File: src/rtl/fetch_stage.sv
// IF stage of the 19-bit core: PC register, imem address, IF/ID register, halt FSM; optional FETCH_PERF_CNT_EN counters.
// Latency: imem_addr is combinational from pc; fetched instruction appears on IF/ID one cycle later.
// Backpressure: stall holds pc/IF/ID/state; redirect overrides stall and inserts one bubble.
module fetch_stage #(
    parameter int                  ADDR_W     = 12,
    parameter int                  INSTR_W    = 19,
    parameter logic [ADDR_W-1:0]   RESET_PC   = '0,
    parameter logic [INSTR_W-1:0]  HALT_INSTR = '1,
    parameter logic [INSTR_W-1:0]  NOP_INSTR  = '0
) (
    input  logic                clk,
    input  logic                rst_n,
    output logic [ADDR_W-1:0]   imem_addr,
    input  logic [INSTR_W-1:0]  imem_data,
    input  logic                stall,
    input  logic                redirect,
    input  logic [ADDR_W-1:0]   redirect_pc,
    output logic [INSTR_W-1:0]  ifid_instr,
    output logic [ADDR_W-1:0]   ifid_pc1,
    output logic                ifid_valid,
    output logic                halted
`ifdef FETCH_PERF_CNT_EN
    ,
    output logic [15:0]         fetch_cnt,
    output logic [15:0]         stall_cnt
`endif
);

    typedef enum logic [0:0] {
        ST_RUN  = 1'b0,
        ST_HALT = 1'b1
    } state_t;

    state_t               state;
    state_t               state_nxt;
    logic [ADDR_W-1:0]    pc;
    logic [ADDR_W-1:0]    pc_nxt;
    logic [ADDR_W-1:0]    pc_inc;
    logic [INSTR_W-1:0]   instr_nxt;
    logic [ADDR_W-1:0]    pc1_nxt;
    logic                 valid_nxt;
    logic                 is_halt_instr;
    logic                 fetch_take;
    logic                 stall_take;

    assign imem_addr     = pc;
    assign pc_inc        = pc + ADDR_W'(1);
    assign is_halt_instr = (imem_data == HALT_INSTR);
    assign stall_take    = !redirect && stall;
    assign fetch_take    = !redirect && !stall && (state == ST_RUN);

    always_ff @(posedge clk or negedge rst_n) begin
        if (!rst_n) begin
            state <= ST_RUN;
        end else begin
            state <= state_nxt;
        end
    end

    always_comb begin
        state_nxt = state;
        if (redirect) begin
            state_nxt = ST_RUN;
        end else if (stall) begin
            state_nxt = state;
        end else if (state == ST_RUN && is_halt_instr) begin
            state_nxt = ST_HALT;
        end
    end

    always_comb begin
        halted = (state == ST_HALT);
    end

    // Datapath next values; a bubble keeps ifid_pc1 so decode still sees the last real PC+1.
    always_comb begin
        pc_nxt    = pc;
        instr_nxt = ifid_instr;
        pc1_nxt   = ifid_pc1;
        valid_nxt = ifid_valid;
        if (redirect) begin
            pc_nxt    = redirect_pc;
            instr_nxt = NOP_INSTR;
            valid_nxt = 1'b0;
        end else if (stall) begin
            pc_nxt = pc;
        end else if (state == ST_RUN) begin
            instr_nxt = imem_data;
            pc1_nxt   = pc_inc;
            valid_nxt = 1'b1;
            if (!is_halt_instr) begin
                pc_nxt = pc_inc;
            end
        end else begin
            instr_nxt = NOP_INSTR;
            valid_nxt = 1'b0;
        end
    end

    always_ff @(posedge clk or negedge rst_n) begin
        if (!rst_n) begin
            pc         <= RESET_PC;
            ifid_instr <= NOP_INSTR;
            ifid_pc1   <= '0;
            ifid_valid <= 1'b0;
        end else begin
            pc         <= pc_nxt;
            ifid_instr <= instr_nxt;
            ifid_pc1   <= pc1_nxt;
            ifid_valid <= valid_nxt;
        end
    end

`ifdef FETCH_PERF_CNT_EN
    always_ff @(posedge clk or negedge rst_n) begin
        if (!rst_n) begin
            fetch_cnt <= '0;
            stall_cnt <= '0;
        end else begin
            if (fetch_take && fetch_cnt != 16'hFFFF) begin
                fetch_cnt <= fetch_cnt + 16'd1;
            end
            if (stall_take && stall_cnt != 16'hFFFF) begin
                stall_cnt <= stall_cnt + 16'd1;
            end
        end
    end
`else
    logic unused_take;
    assign unused_take = fetch_take ^ stall_take;
`endif

endmodule

File: config.mk
export PLATFORM = sky130hd
export DESIGN_NAME = fetch_stage
export DESIGN_NICKNAME = d
export VERILOG_FILES = /design/src/rtl/fetch_stage.sv
export SDC_FILE = /design/constraint.sdc
export NUM_CORES = 1
export LEC_CHECK = 0
export ABC_AREA = 1
export ABC_CLOCK_PERIOD_IN_PS = 1500
export BUFFER_PORTS_ARGS = -buffer_cell sky130_fd_sc_hd__buf_2
export CAP_MARGIN = 40
export CELL_PAD_IN_SITES_DETAIL_PLACEMENT = 1
export CELL_PAD_IN_SITES_GLOBAL_PLACEMENT = 1
export CORE_MARGIN = 1.5
export CORE_UTILIZATION = 36
export DETAILED_ROUTE_END_ITERATION = 8
export PLACE_DENSITY_LB_ADDON = 0.1
export REMOVE_ABC_BUFFERS = 1
export SLEW_MARGIN = 20
export SYNTH_ARGS = -nofsm -noshare
export SYNTH_HDL_FRONTEND = slang
export SYNTH_SLANG_ARGS = --single-unit
File: constraint.sdc
create_clock -name clk -period 1.5 [get_ports clk]
set_clock_uncertainty 0.05 [all_clocks]
set_input_delay 0.375 -clock clk [delete_from_list [all_inputs] [get_ports clk]]
set_output_delay 0.375 -clock clk [all_outputs]
set_load 0.005 [all_outputs]
## Word-level counts from Yosys, hierarchy flattened

Index checks and enable logic that the tools add are counted.

| cells by class | value |
|---|---|
| $add $sub $neg | 1 |
| equality and inequality tests | 4 |
| multiplexer cells | 13 |
| bitwise gates (word level) | 3 |
| reductions and logical operators | 5 |

Operators with widths:

| cell | count |
|---|---|
| $mux 19 | 3 |
| $mux 12 | 4 |
| $eq 19x19->1 const B | 1 |
| $add 12x1->12 const B | 1 |
| $mux 1 | 6 |
| $reduce_and 3->1 | 2 |
| $ne 2x2->1 const B | 2 |
| $not 1->1 | 3 |
| $ne 2x1->1 const B | 1 |
| $reduce_and 2->1 | 1 |
| $reduce_bool 2->1 | 1 |
| $logic_and 1x1->1 | 1 |

| word-level totals | value |
|---|---|
| flip-flop bits (word level) | 45 |
| logic and storage cells | 31 |

## Longest topological paths before layout

Gate-level depths: netlist (run 1).

| depth | value |
|---|---|
| depth after elaboration | 5 |
| depth in mapped cells | 9 |
| depth with buffers taken out | 9 |

## Worst setup path after synthesis (run 1)

OpenSTA, ideal clock, no wires.

| path | value |
|---|---|
| path kind | reg-to-reg |
| from | register pc[0], in the netlist imem_addr[0] |
| to | register pc[6], in the netlist imem_addr[6] |
| setup time | 0.119 ns |
| data arrival time | 1.181 ns |
| data required time | 1.331 ns |
| path slack | 0.151 ns |
| cell stages (with the launch flop) | 8 |
| path buffers | 0 |
| period minus slack after synthesis | 1.349 ns |
| cell sequence | dfrtp_1 -> ha_1 -> nand3_2 -> nor2_1 -> o21ai_0 -> nor2_1 -> nor2_1 -> nand2_1 |

| between the ends | value |
|---|---|
| word-level cells in the longest chain between the ends | 5 |

RTL lines:

| item | line | RTL |
|---|---|---|
| start, declared | 36 | `logic [ADDR_W-1:0] pc;` |
| start signal, assigned | 107 | `pc <= pc_nxt;` |
| $add 12x1->12 | 47 | `assign pc_inc = pc + ADDR_W'(1);` |
| $mux 12 | 91 | `if (!is_halt_instr) begin` |
| $mux 12 | 87 | `end else if (state == ST_RUN) begin` |
| $mux 12 | 85 | `end else if (stall) begin` |
| $mux 12 | 81 | `if (redirect) begin` |

No other way between the ends. The select of a mux whose other input is x is not followed.
A chain may end at the register's enable or synchronous reset.

## Worst setup path after layout (run 1)

| path | value |
|---|---|
| from | register pc[3], in the netlist imem_addr[3] |
| to | output imem_addr[3] |

RTL lines:

| item | line | RTL |
|---|---|---|
| end, declared | 13 | `output logic [ADDR_W-1:0] imem_addr,` |

No word-level cell between the ends.

==> reports/metrics.csv, run 1 <==
metric,value,unit
1st-iter DRT viols,87,
synthesized area per cell,8.719,um2
grt ovf,0,
Site Rows,28,
Lkg Pwr,0.001607,uW
internal power,1963,uW
Root Buffer,clkbuf_8,
global placer's final weighted congestion,0.7819,
power share of the sequential group,50.3,%
die area,6631,um2
worst path cell trace,buf_4 > buf_2,
dpl ws,-0.05947,ns
initial antenna violation count,0,
Max Fclk,675.9,MHz
vias post-DR,2183,
#FFs+latches synth,45,
WP data required,1.07,ns
first-pass GRT wire length,10930,um
CTS Buffer Depth,2,
crit path kind,reg2out,
Switching Share,31.34,%
startpoint types,flop,
H-tree levels,2,
WHS,0.2272,ns
Syn Inst Count,254,
Fill cells,774,
Clock Sinks,45,
largest net degree at the start of global routing,46,
port bufs,79,
multi-input logic area,960.9,um2
Hold WC Path Type,in2reg,
VDD IR max,0.3984,mV
Comb power frac,22.7,%
I/O Pins,80,
Via density,5.112,
net switching power,896.2,uW
Area Growth Syn to Fin,33.50,%
Final Hold Vio Count,0,
fin util,49.94,%
Detail Placement HPWL,4919,um
GRT Util Overall,22.11,%
setup TNS,0,ns
layout cell share with drive strength beyond 1,36.08,%
Clock Power Share,27.0,%
post-route insts no fill,427,
1st-pass router iterations,4,
setup slack after layout,0.02041,ns
CTS tree,done,
initial core utilization,37.40,%
Crit. End Element,primary output,
CP max-delay cell,dfrtp_1,
largest fanout on the critical path,4,
worst path arrival time,1.05,ns
RSZ-0062 raised after global routing,yes,
DRC,0,
# setup viols final,0,
post-synthesis sequential area ratio,50.85,%
Storage cell area,1129,um2
synth unique cells,29,
Die Ht,81.43,um
Yosys Warn Count,0,
ANT cells,0,
Max Cap Viol,0,
max-slew violations,0,
Die W,81.43,um
core area,5921,um2
vias in the first global route,2242,
Worst-path clk slew,0.09,ns
area of the mapped netlist,2215,um2
Final min period,1.480,ns
CTS Buf Count,5,
final WL,6731,um
Placed Cells,416,
Tightest Pin Transition,0.2760,ns
outcome,finished clean,
average wire per standard cell,15.76,um
fin crit share,98.64,%
clk_lat worst skew,0.31,ns
Slew HR,81.54,%
Final ANT Viol Nets,0,
PD cells,967.1,nW/um2
Worst path max stage delay,0.45,ns
Hold Path Stages,3,
Final #Nets,387,
cells on worst reg2reg path,7,
through the flow:
step	cell area [um2]	power [uW]
after global placement	2811	2070
after global routing	2957	3023
after detailed placement	2811	2090
after CTS	2908	2875
final	2957	2859
after floorplan	2142	1714
power by group through the flow:
stage / sequential (uW) / clock (uW) / combinational (uW)
after floorplan: 1470 / 0 / 246
after global placement: 1450 / 0 / 618
after detailed placement: 1460 / 0 / 631
after CTS: 1440 / 802 / 637
after global routing: 1460 / 833 / 735
final: 1440 / 771 / 649
cells in the mapped netlist:
library cell	number	area share, %
o21bai_2	1	0.51
nor2_4	1	0.51
a31oi_1	1	0.28
nand2_1	79	13
inv_6	1	0.40
o21bai_4	1	0.85
inv_1	19	3.2
ha_1	1	0.56
nand3_1	31	7.0
clkbuf_1	3	0.51
o21ai_1	1	0.23
xnor2_1	1	0.40
nand4_1	2	0.56
a21oi_1	3	0.68
a32o_1	18	8.1
buf_2	4	0.90
dfrtp_1	45	51
a21o_1	1	0.34
o21a_1	1	0.34
nor2_2	3	0.85
a22o_1	1	0.40
o21ai_0	7	1.6
inv_4	1	0.28
nand3_4	1	0.79
nand2_2	1	0.28
buf_4	1	0.34
nor2_1	20	3.4
buf_6	3	1.5
nand3_2	2	0.90
routing by layer:
metal,up-vias,GRT usage (%),wire length [um]
li1,1046,-,-
met3,9,6.778,451
met1,1066,26.23,2776
met5,-,0,0
met2,62,38.10,3399
met4,0,7.069,103
sequential cells by signal (all words and copies together), names as in the netlist:
register	flops
ifid_instr	19
ifid_pc1	12
imem_addr	12
halted	1
ifid_valid	1
worst max-delay path, delay by kind of cell, from the launching register on:
family / cells / cell delay [ns]
buffers and inverters: 2 / 0.30
DFF: 1 / 0.45
cells by family (layout without fill, tap and decap cells):
group,Yosys count,after routing,share of synthesized area [%]
DFF,45,45,50.85
adders and majority gates,1,1,0.5649
and+or+nand+nor,140,140,27.68
AOI/OAI and AO/OA,35,35,13.33
xor gates and xnor gates,1,1,0.3956
buffers and inverters,32,130,7.175
path summary, 6_finish.rpt:
kind | slack (ns) | from | end
hold reg to reg | 0.43 | ifid_pc1[9] | ifid_pc1[9]
max in group asynchronous | 0.64 | rst_n | ifid_instr[18]
setup / recovery | 0.02 | imem_addr[3] | imem_addr[3]
setup reg to reg | 0.09 | imem_addr[3] | imem_addr[9]
hold / removal | 0.23 | redirect_pc[5] | imem_addr[5]
min in group asynchronous | 0.51 | rst_n | ifid_pc1[2]
cell type report:
type,count,share of cell area (%)
Sequential cell,45,38.17
Multi-Input combinational cell,177,32.50
Timing Repair Buffer,101,20.31
Tap cell,75,3.174
Inverter,21,2.920
Clock buffer,5,2.328
Clock inverter,3,0.5925
cell usage in the layout (no fill, tap or decap), types with 2 or more instances in the layout:
master and n:
a32o_1 18, buf_2 79, nand2_2 3, nand4_1 2, dfrtp_2 2, nand3_4 2, dfrtp_1 43, nor2_2 2
nor2_4 3, a21oi_1 3, inv_1 19, clkinv_2 2, clkbuf_8 5, nand2_1 77, nor2_1 19, buf_12 3
buf_4 18, o21ai_0 6, nand3_1 31
repair_timing:
item / in CTS / in global routing
hold buffers: 1 / 0
cloned: 0 / 0
endpoints found under the hold margin: 33 / 0
buffers inserted: 0 / 2
resized for setup: 1 / 10
endpoints found under the setup margin: 2 / 8
pin swaps: 0 / 3
Note: power is estimated with default switching activity, not from simulation.
==> inputs of run 2 (changes only) <==
--- a/config.mk
+++ b/config.mk
@@ -14,7 +14,8 @@
 export CORE_MARGIN = 1.5
 export CORE_UTILIZATION = 36
 export DETAILED_ROUTE_END_ITERATION = 8
-export PLACE_DENSITY_LB_ADDON = 0.1
+export MAX_ROUTING_LAYER = met4
+export PLACE_DENSITY = 0.87
 export REMOVE_ABC_BUFFERS = 1
 export SLEW_MARGIN = 20
 export SYNTH_ARGS = -nofsm -noshare
==> run 2 against run 1 <==
  * Count of clock-buffer cells in the layout up 1
  * Worst hold slack improved by 0.012 ns
  * Sequential cell count unchanged
  * Power rose by 8.0%
  * Cell area increased by 1.6%
  * Critical endpoint unchanged
  * Highest routed layer unchanged
  * Largest cell class unchanged
  * Core utilization is 0.80 points higher
  * Fmax is 0.63% higher
  * Largest power group unchanged
  * Setup slack gained 0.0092 ns
==> reports/metrics.csv, run 2 (synthesized netlist as in run 1, its figures left out) <==
metric,value,unit
max reg flops,19,
DRC,0,
Site Rows,28,
cell area after placement,2804,um2
Final min period,1.470,ns
die area,6631,um2
Final Hold Vio Count,0,
outcome,finished clean,
Comb power frac,21.1,%
Clock Sinks,45,
GRT Util Overall,22.69,%
vias post-DR,2233,
CTS Buf Count,5,
# setup viols final,0,
RSZ-0062 raised after global routing,yes,
dpl ws,-0.02734,ns
largest net degree at the start of global routing,46,
Tightest Pin Transition,0.2695,ns
setup TNS,0,ns
Detail Placement HPWL,4964,um
1st-pass router iterations,4,
Slew HR,82.02,%
max-slew violations,0,
CTS Buffer Depth,2,
Via density,5.242,
Hold WC Path Type,in2reg,
worst path arrival time,1.05,ns
setup slack after layout,0.02964,ns
Crit. End Element,primary output,
Lkg Pwr,0.001619,uW
Max Cap Viol,0,
Finished Cell Area,3004,um2
grt ovf,0,
Final ANT Viol Nets,0,
Max Fclk,680.1,MHz
CP max-delay cell,dfrtp_2,
WP data required,1.07,ns
Fill cells,733,
H-tree levels,2,
VDD IR max,0.4440,mV
power share of the sequential group,47.0,%
Storage cell area,1129,um2
internal power,2189,uW
clk_lat worst skew,0.30,ns
initial antenna violation count,0,
"commonest cells after routing, fill and taps aside","79 x buf_2, 78 x nand2_1, 43 x dfrtp_1, 30 x nand3_1, 19 x inv_1",
Final #Nets,386,
worst path cell trace,buf_4 > buf_2,
I/O Pins,80,
Worst-path clk slew,0.09,ns
first-pass GRT wire length,11000,um
vias in the first global route,2376,
Die Ht,81.43,um
layout cell share with drive strength beyond 1,36.18,%
Largest Register,ifid_instr,
final WL,6824,um
Tot Pwr,3087,uW
port bufs,79,
PD cells,1028,nW/um2
CTS tree,done,
Switching Share,29.09,%
average wire per standard cell,16.02,um
"most common cell after layout, fill and taps aside",buf_2,
Die W,81.43,um
core area,5921,um2
initial core utilization,37.40,%
Root Buffer,clkbuf_8,
crit path kind,reg2out,
Area Growth Syn to Fin,35.65,%
Worst path max stage delay,0.46,ns
multi-input logic area,978.4,um2
WHS,0.2396,ns
fin crit share,98.02,%
startpoint types,flop,
global placer's final weighted congestion,0.9126,
net switching power,898.0,uW
ANT cells,0,
1st-iter DRT viols,60,
Clock Power Share,31.9,%
largest fanout on the critical path,4,
## run 2: final cells by class
cell class | instances | area share, %
clock buffers | 6 | 2.749
flip-flops and latches | 45 | 37.57
repair buffers | 100 | 19.87
clock inverters | 2 | 1.249
multi-input cells | 177 | 32.57
inverters | 21 | 2.874
well taps | 75 | 3.124
## run 2: worst paths after layout
check,start,end,slack [ns],cells after the start
min,redirect_pc[11],imem_addr[11],0.24,3
max in group asynchronous,rst_n,imem_addr[9],0.63,3
max,imem_addr[3],imem_addr[3],0.03,2
min reg2reg,ifid_pc1[9],ifid_pc1[9],0.44,2
max reg2reg,imem_addr[1],imem_addr[8],0.05,9
min in group asynchronous,rst_n,ifid_pc1[3],0.53,3
## run 2: critical path: cells and delay by family, from the launching register on
family / cells / cell delay, ns
buffers and inverters: 2 / 0.28
flip-flops: 1 / 0.46
## run 2: per-layer routing
| layer | track usage [%] | wire length [um] |
|---|---|---|
| met1 | 27.38 | 2991 |
| met2 | 38.84 | 3383 |
| met3 | 4.333 | 393 |
| met4 | 6.034 | 56 |
| met5 | - | 0 |
## run 2: power by group through the flow
stage	Clock, uW	Sequential, uW	Combinational, uW
2_1_floorplan	0	1470	246
3_3_place_gp	0	1460	603
3_5_place_dp	0	1460	624
4_1_cts	1000	1450	640
5_1_grt	1030	1470	737
6_report	984	1450	652
## run 2: what timing repair did
action,in CTS,in global routing
pin swaps,0,4
buffers inserted,0,2
hold buffers,1,0
gates resized for setup,3,12
endpoints found under the setup margin,1,9
endpoints found under the hold margin,19,0
## run 2: metrics by stage
step	util [%]	cells
floorplan	-	243
global placement	47.36	415
detailed placement	47.36	415
CTS	49.89	424
global route	50.74	426
finish	50.74	426
